File: src/rtl/hcp_gmii_write.sv
// GMII receive framer: strips preamble/SFD and writes 9-bit FIFO entries (bit 8 = first/last delimiter).
// Optional build macro HCP_GMII_RX_ER_DROP_EN: rx_er truncates (or drops) the frame in progress.
module hcp_gmii_write #(
    parameter int MAX_FRAME_LEN = 2047
) (
    input  logic       i_clk,
    input  logic       i_rst_n,
    input  logic       i_gmii_rx_dv,
    input  logic [7:0] iv_gmii_rxd,
    input  logic       i_gmii_rx_er,
    output logic [8:0] ov_data,
    output logic       o_data_wr,
    input  logic       i_fifo_full,
    input  logic       i_fifo_almostfull,
    output logic       o_frame_drop_pulse,
    output logic       o_fifo_overflow_pulse,
    output logic       o_oversize_pulse,
    output logic       o_rx_err_pulse
);

    localparam int CW = $clog2(MAX_FRAME_LEN + 1);
    localparam logic [CW-1:0] MAX_CNT = CW'(MAX_FRAME_LEN);

`ifdef HCP_GMII_RX_ER_DROP_EN
    localparam bit RX_ER_EN = 1'b1;
`else
    localparam bit RX_ER_EN = 1'b0;
`endif

    typedef enum logic [2:0] {
        IDLE_S,
        PREAMBLE_S,
        FIRST_S,
        TRANS_S,
        FULL_WAIT_S,
        DISCARD_S
    } state_t;

    state_t          state_q;
    logic            dv_q;
    logic            er_q;
    logic [7:0]      rxd_q;
    logic [7:0]      hold_q;
    logic            first_q;
    logic [CW-1:0]   cnt_q;
    logic [CW-1:0]   cnt_d;
    logic            er_hit;

    assign cnt_d  = (cnt_q == '1) ? cnt_q : cnt_q + 1'b1;
    assign er_hit = RX_ER_EN && er_q;

    // The GMII bus is registered once; the FSM works on the registered copy,
    // so a byte is written two edges after it was sampled.
    always_ff @(posedge i_clk or negedge i_rst_n) begin
        if (!i_rst_n) begin
            state_q               <= IDLE_S;
            dv_q                  <= 1'b0;
            er_q                  <= 1'b0;
            rxd_q                 <= 8'h00;
            hold_q                <= 8'h00;
            first_q               <= 1'b0;
            cnt_q                 <= '0;
            ov_data               <= 9'h000;
            o_data_wr             <= 1'b0;
            o_frame_drop_pulse    <= 1'b0;
            o_fifo_overflow_pulse <= 1'b0;
            o_oversize_pulse      <= 1'b0;
            o_rx_err_pulse        <= 1'b0;
        end else begin
            dv_q                  <= i_gmii_rx_dv;
            er_q                  <= i_gmii_rx_er;
            rxd_q                 <= iv_gmii_rxd;
            o_data_wr             <= 1'b0;
            o_frame_drop_pulse    <= 1'b0;
            o_fifo_overflow_pulse <= 1'b0;
            o_oversize_pulse      <= 1'b0;
            o_rx_err_pulse        <= 1'b0;
            case (state_q)
                IDLE_S: begin
                    if (dv_q) state_q <= PREAMBLE_S;
                end
                PREAMBLE_S: begin
                    if (!dv_q) begin
                        state_q <= IDLE_S;
                    end else if (rxd_q == 8'hD5) begin
                        if (i_fifo_almostfull) begin
                            o_frame_drop_pulse <= 1'b1;
                            state_q            <= DISCARD_S;
                        end else begin
                            cnt_q   <= '0;
                            state_q <= FIRST_S;
                        end
                    end
                end
                FIRST_S: begin
                    if (!dv_q) begin
                        state_q <= IDLE_S;
                    end else if (er_hit) begin
                        o_frame_drop_pulse <= 1'b1;
                        state_q            <= DISCARD_S;
                    end else begin
                        hold_q  <= rxd_q;
                        first_q <= 1'b1;
                        cnt_q   <= CW'(1);
                        state_q <= TRANS_S;
                    end
                end
                TRANS_S: begin
                    // A lone first byte can never form a delimited frame, so it is dropped.
                    if (!dv_q && first_q) begin
                        o_frame_drop_pulse <= 1'b1;
                        state_q            <= IDLE_S;
                    end else if (i_fifo_full) begin
                        state_q <= FULL_WAIT_S;
                    end else if (!dv_q) begin
                        o_data_wr <= 1'b1;
                        ov_data   <= {1'b1, hold_q};
                        state_q   <= IDLE_S;
                    end else if (er_hit || cnt_q == MAX_CNT) begin
                        if (first_q) begin
                            o_frame_drop_pulse <= 1'b1;
                        end else begin
                            o_data_wr        <= 1'b1;
                            ov_data          <= {1'b1, hold_q};
                            o_rx_err_pulse   <= er_hit;
                            o_oversize_pulse <= !er_hit;
                        end
                        state_q <= DISCARD_S;
                    end else begin
                        o_data_wr <= 1'b1;
                        ov_data   <= {first_q, hold_q};
                        hold_q    <= rxd_q;
                        first_q   <= 1'b0;
                        cnt_q     <= cnt_d;
                    end
                end
                FULL_WAIT_S: begin
                    if (!i_fifo_full) begin
                        if (first_q) begin
                            o_frame_drop_pulse <= 1'b1;
                        end else begin
                            o_data_wr             <= 1'b1;
                            ov_data               <= {1'b1, hold_q};
                            o_fifo_overflow_pulse <= 1'b1;
                        end
                        state_q <= dv_q ? DISCARD_S : IDLE_S;
                    end
                end
                DISCARD_S: begin
                    if (!dv_q) state_q <= IDLE_S;
                end
                default: state_q <= IDLE_S;
            endcase
        end
    end

endmodule

File: config.mk
export PLATFORM = sky130hd
export DESIGN_NAME = hcp_gmii_write
export DESIGN_NICKNAME = d
export VERILOG_FILES = /design/src/rtl/hcp_gmii_write.sv
export SDC_FILE = /design/constraint.sdc
export NUM_CORES = 1
export LEC_CHECK = 0
export BUFFER_PORTS_ARGS = -buffer_cell sky130_fd_sc_hd__buf_2
export CELL_PAD_IN_SITES_DETAIL_PLACEMENT = 1
export CELL_PAD_IN_SITES_GLOBAL_PLACEMENT = 1
export CORE_AREA = 3 3 55 107
export DETAILED_ROUTE_END_ITERATION = 7
export DIE_AREA = 0 0 58 110
export GPL_ROUTABILITY_DRIVEN = 0
export PLACE_DENSITY = 0.7
export SLEW_MARGIN = 20
export SYNTH_ARGS = -nofsm -noshare
export SYNTH_HDL_FRONTEND = slang
export SYNTH_SLANG_ARGS = --single-unit
File: constraint.sdc
create_clock -name i_clk -period 1.9 [get_ports i_clk]
set_input_delay 0 -clock i_clk [delete_from_list [all_inputs] [get_ports i_clk]]
set_output_delay 0 -clock i_clk [all_outputs]
set_load 0.1 [all_outputs]
# After elaboration in Yosys (flattened, before gate mapping)
# Index checks and enable logic that the tools add are counted.
# W data, S select, Z words.
# word_totals
register_bits,45
in_bits,14
# op_classes
addsub,1
eq_ne,20
mux,64
n_reduce_logical,10
# ops
cell,count
$mux W11,8
$mux W9,6
$mux W8,5
$mux W3,11
$pmux W11 S3,1
$mux W1,26
$ne A2 B2 Y1 const B,11
$pmux W3 S6,1
$pmux W9 S2,1
$pmux W8 S2,1
$add A11 B1 Y11 const B,1
$eq A11 B11 Y1 const B,1
$reduce_and A9 Y1,1
$eq A8 B8 Y1 const B,1
$eq A3 B2 Y1 const B,2
$eq A3 B3 Y1 const B,2
$reduce_and A6 Y1,1
$ne A5 B5 Y1 const B,1
$reduce_and A5 Y1,1
$pmux W1 S2,2
$reduce_and A4 Y1,1
$reduce_bool A2 Y1,2
$eq A3 B1 Y1 const B,1
$logic_not A3 Y1,1
6 further kinds,6

# Longest topological paths before layout
# depth
word_depth,6
ltp_mapped,8
depth_no_buf,7

# Least setup slack after synthesis
# No wires, ideal clock.
# synth_path
path_type,reg2reg
startpoint,register cnt_q[0]
endpoint,register state_q[0]
t_arrival_ns,1.864
required_time_ns,1.775
slack_ns,-0.088
path_stages_with_launch,7
n_path_buf,0
period_less_slack_ns,1.988
cell_sequence,dfrtp_1 > ha_1 > nand3_2 > nor4_1 > nor2_1 > nor3_1 > mux2_2
# synth_via
elab_chain_len,3
# synth_rtl
element,line_no,text
from (decl),45,logic [CW-1:0] cnt_q;
from (signal assigned),134,cnt_q <= cnt_d;
$eq A11 B11 Y1,119,end else if (er_hit || cnt_q == MAX_CNT) begin
$ne A5 B5 Y1 (no source line),n/a,
$reduce_and A5 Y1 (no source line),n/a,
to (signal assigned),146,state_q <= dv_q ? DISCARD_S : IDLE_S;
to (decl),39,state_t state_q;
# Every way passes these cells.
# A chain may end at the register's enable or synchronous reset.

# Worst setup path in the final report
# layout_path
startpoint,register cnt_q[1]
endpoint,register ov_data[4]
# layout_via
elab_chain_len,6
# layout_rtl
element,line_no,text
$eq A11 B11 Y1,119,
$mux W9,119,
$mux W9,115,end else if (!dv_q) begin
$mux W9,113,end else if (i_fifo_full) begin
$mux W9,110,if (!dv_q && first_q) begin
$pmux W9 S2,78,case (state_q)
to (signal assigned),117,"ov_data <= {1'b1, hold_q};"
to (signal assigned),124,"ov_data <= {1'b1, hold_q};"
to (signal assigned),131,"ov_data <= {first_q, hold_q};"
to (decl),11,"output logic [8:0] ov_data,"
# Every way passes these cells. The select of a mux whose other input is x is not followed.

==> results.py <==
metrics = {
    "synth": {
        "synthFlopType": "sky130_fd_sc_hd__dfrtp_1",
        "share_of_synthesized_area_occupied_by_flip_flops_and_latches_pct": 56.2,
        "synth_compound_gate_area_share_pct": 11.7,
        "synth-async-reset-ratio_pct": 100,
        "post_synth_fa_ha_maj_area_fraction_pct": 0.625,
        "synth.cell_area_mm2": 0.00200,
        "syn-num-nets": 196,
        "synth_top_area_share_pct": 56.2,
        "synth_cell_types": 44,
        "syn_area_per_cell_um2": 11.1,
        "top_cell_type_by_total_area_after_synthesis": "sky130_fd_sc_hd__dfrtp_1",
        "post_synthesis_share_of_cell_area_spent_on_and_or_nand_and_nor_gates_pct": 17.7,
        "synth_edf_count": 0,
        "post_synth_mux_area_share_pct": 10.6,
        "synth_cells": 181,
        "yosysWarnings": 0,
        "synth_xor_xnor_area_share_pct": 0,
        "ys_ff_latch": 45,
        "yosys-top-cells-area": "sky130_fd_sc_hd__dfrtp_1 (56%), sky130_fd_sc_hd__mux2_2 (10%), sky130_fd_sc_hd__nand2_1 (3.9%)",
        "synth_top_family_by_area": "simple AND/OR/NAND/NOR gates",
    },
    "power_and_ir_drop": {
        "p_leak_nw": 1.28,
        "combinationalPowerShare_pct": 48.6,
        "p_seq_share_pct": 35.4,
        "p_sw_share_pct": 46.1,
        "cell_internal_pwr_mw": 2.10,
        "switching_power_mw": 1.79,
        "ir_worst_vdd_v": 0.00145,
        "clock_power_share_pct": 16.1,
        "powerDensity_mw_per_mm2": 1410,
        "report.power.total_mw": 3.89,
    },
    "global_routing": {
        "grt_max_degree": 25,
        "global_route_wire_length_before_repair_um": 9490,
        "grt_antenna_before_repair": 0,
        "globalRouteTotalUtil_pct": 20.5,
        "grt_pass1_vias": 1936,
        "grt_overflow": 0,
    },
    "final_layout": {
        "fill_cell_instance_count_of_the_final_layout": 576,
        "layout.area.seq_mm2": 0.00113,
        "fin_cells": 310,
        "finish.net_count": 266,
        "post_route_cells_drive_above_1_share_pct": 41.7,
        "multi_input_area_um2": 942,
        "flow.area_growth_from_synthesis_pct": 37.3,
        "diodes": 0,
        "layout.core_utilization_pct": 53.0,
    },
    "route": {
        "final_ant_viol_nets": 0,
        "avg_wl_per_cell_um": 18.9,
        "number_of_vias_after_detailed_routing": 1675,
        "routed_via_density": 5.40,
        "detailedRoute.firstPassIterationCount": 4,
        "detailedRoute.firstIterationViolations": 25,
        "drt_drc_violations_left": 0,
        "finalWirelength_um": 5870,
    },
    "floorplan": {
        "floorplan.io_pins": 28,
        "floorplan.die_area_mm2": 0.00638,
        "die_y_um": 110,
        "core_area_mm2": 0.00518,
        "die_boundary_width_um": 58,
        "initial_utilization_pct": 38.6,
        "row_cnt": 37,
    },
    "clock_network": {
        "cts_htree_levels": 2,
        "clk_path_buf_depth": 2,
        "clk-insertion-delay-late_ps": 320,
        "tritoncts": "yes",
        "clk_pin_slew_ps": 90,
        "cts.root.buffer_cell": "sky130_fd_sc_hd__clkbuf_8",
        "cts.sink_count": 45,
        "cts_made_buffers": 5,
    },
    "sta": {
        "worstMarginPinSlew_ps": 538,
        "finalHoldViolations": 0,
        "rsz0062_at_grt": "yes",
        "finClkSkew_ps": 9.95,
        "maxClockFrequency_ghz": 0.528,
        "slew_viol_final": 0,
        "setup_viol_count_final": 0,
        "max_slew_margin_pct": 63.2,
        "fin_crit_ps": 1900,
        "period_share_pct": 99.8,
        "setup_tns_ps": 0,
    },
    "placed_design": {
        "detailedPlacementHpwl_um": 4400,
        "numPlacedInstances": 288,
        "io_buffer_count": 25,
    },
    "critical_path": {
        "critical_path.reg2reg.startpoint": "cnt_q[1]$_DFFE_PN0P_",
        "slowest_stage_cell_cp": "sky130_fd_sc_hd__or4_4",
        "category_of_the_most_critical_setup_path": "reg -> reg",
        "worst_ep_required_time_ps": 2100,
        "crit_arrival_ps": 2090,
        "max_stage_delay_ps": 480,
        "highest_net_fanout_along_the_worst_path": 5,
        "crit_chain": "ha_4 > nand3_4 > or4_4 > nand2_4 > a221oi_4 > buf_6 > mux2_4",
        "rr_worst_depth": 7,
        "critical_path.reg2reg.endpoint": "ov_data[4]$_DFFE_PN0P_",
        "worstSetupEndpointType": "register",
        "timing.critical_path.from_type": "register",
        "rrSetupSlack_ps": 5,
    },
    "min_path": {
        "holdCritPathClass": "in -> async",
    },
    "outcome": {
        "run_status": "finished, final reports clean",
    },
    "run": {
        "maxCapViolations": 0,
    },
}
[per-stage QoR]
step	hold slack [ps]	area [µm²]	worst slack, ps
global route	62.9	2750	-74.1
finish	43.6	2750	4.63
detailed placement	-144	2460	-164
floorplan	-296	2080	-52.9
CTS	45.0	2700	-4.82
global placement	-155	2460	-85.7
[logic make-up (layout without fill, tap and decap cells)]
kind of cell    after synthesis  after routing
compound gates               32             32
fa+ha+maj                     1              1
buf+inv                      12             83
flops                        45             45
mux                          19             19
other cells                   1              1
simple gates                 71             71
[worst max-delay path by stage]
stage                               from                endpoint  slack, ps  cells after the start
floorplan           cnt_q[0]$_DFFE_PN0P_  ov_data[0]$_DFFE_PN0P_        -50                      7
global placement    cnt_q[1]$_DFFE_PN0P_  ov_data[7]$_DFFE_PN0P_        -90                      6
detailed placement  cnt_q[1]$_DFFE_PN0P_  ov_data[6]$_DFFE_PN0P_       -160                      6
CTS                   rxd_q[1]$_DFF_PN0_    cnt_q[7]$_DFFE_PN0P_         -5                      7
global route          rxd_q[3]$_DFF_PN0_    cnt_q[7]$_DFFE_PN0P_        -70                      7
finish              cnt_q[1]$_DFFE_PN0P_  ov_data[4]$_DFFE_PN0P_          5                      7
[flip-flops by register name, indices dropped and copies added (netlist names)]
name / count
dv_q: 1
o_data_wr: 1
o_frame_drop_pulse: 1
rxd_q: 8
cnt_q: 11
o_oversize_pulse: 1
hold_q: 8
o_fifo_overflow_pulse: 1
ov_data: 9
state_q: 3
first_q: 1
[final cells by class]
class / instances / share of cell area (%)
clock buffers: 5 / 2.50
clock inverters: 3 / 0.773
inverters: 5 / 0.773
multi-input cells: 124 / 34.3
flip-flops and latches: 45 / 40.9
well taps: 58 / 2.64
repair buffers: 70 / 18.1
[synthesized netlist by cell type (2+ instances only)]
library cell	count
sky130_fd_sc_hd__a21oi_1	4
sky130_fd_sc_hd__inv_1	4
sky130_fd_sc_hd__dfrtp_1	45
sky130_fd_sc_hd__o22ai_1	2
sky130_fd_sc_hd__nand2_1	21
sky130_fd_sc_hd__nand2b_1	2
sky130_fd_sc_hd__nor2b_1	4
sky130_fd_sc_hd__nand3_1	9
sky130_fd_sc_hd__o21ai_0	12
sky130_fd_sc_hd__clkbuf_1	2
sky130_fd_sc_hd__nor2_1	13
sky130_fd_sc_hd__and3_1	3
sky130_fd_sc_hd__or3_1	2
sky130_fd_sc_hd__o21a_1	2
sky130_fd_sc_hd__nor3_1	7
sky130_fd_sc_hd__nor3b_1	2
sky130_fd_sc_hd__mux2_2	18
sky130_fd_sc_hd__buf_2	3
[what timing repair did]
| item | CTS | global route |
|---|---|---|
| pin swaps | 1 | 6 |
| resized for setup | 4 | 13 |
| endpoints found under the hold margin | 55 | 0 |
| hold buffers | 11 | 0 |
| cloned | 0 | 0 |
| setup endpoints to repair | 19 | 28 |
| setup buffers | 1 | 4 |
[layout by cell type, fill, tap and decap left out, types with 2 or more instances in the layout]
| master | n |
|---|---|
| sky130_fd_sc_hd__a21oi_1 | 4 |
| sky130_fd_sc_hd__and3_1 | 2 |
| sky130_fd_sc_hd__buf_2 | 25 |
| sky130_fd_sc_hd__buf_4 | 32 |
| sky130_fd_sc_hd__buf_6 | 2 |
| sky130_fd_sc_hd__clkbuf_8 | 5 |
| sky130_fd_sc_hd__dfrtp_1 | 45 |
| sky130_fd_sc_hd__dlygate4sd3_1 | 11 |
| sky130_fd_sc_hd__inv_1 | 4 |
| sky130_fd_sc_hd__mux2_2 | 10 |
| sky130_fd_sc_hd__mux2_4 | 8 |
| sky130_fd_sc_hd__nand2_1 | 20 |
| sky130_fd_sc_hd__nand2b_1 | 2 |
| sky130_fd_sc_hd__nand3_1 | 7 |
| sky130_fd_sc_hd__nand3_2 | 2 |
| sky130_fd_sc_hd__nor2_1 | 11 |
| sky130_fd_sc_hd__nor2_2 | 2 |
| sky130_fd_sc_hd__nor2b_1 | 3 |
| sky130_fd_sc_hd__nor3_1 | 5 |
| sky130_fd_sc_hd__nor3_2 | 2 |
| sky130_fd_sc_hd__nor3b_1 | 2 |
| sky130_fd_sc_hd__o21a_1 | 2 |
| sky130_fd_sc_hd__o21ai_0 | 11 |
| sky130_fd_sc_hd__o21ai_1 | 2 |
| sky130_fd_sc_hd__o22ai_1 | 2 |
| sky130_fd_sc_hd__or3_1 | 2 |
[power groups by stage]
stage	registers (mW)	logic [mW]	clock network, mW
after floorplan	2.09	0.616	0
after global placement	1.37	1.77	0
after detailed placement	1.38	1.83	0
after CTS	1.37	1.87	0.649
after global routing	1.40	2.00	0.686
final	1.38	1.89	0.625
[critical path, delay by kind of cell, from the launching register on]
kind	cells	cell delay (ps)
buffers and inverters	1	150
multiplexers	1	300
flip-flops	1	410
adder cells (fa/ha/maj)	1	170
AO/OA/AOI/OAI	1	70
AND/OR/NAND/NOR	3	660
[routing by layer]
metal / up-vias / share of wire, % / track usage, %
met5: - / 0 / 0
met4: 0 / 4.1 / 12.3
met3: 15 / 2.0 / 2.91
met2: 29 / 62 / 40.1
met1: 852 / 32 / 19.0
li1: 779 / - / -
Power figures use the tool's default switching activity.
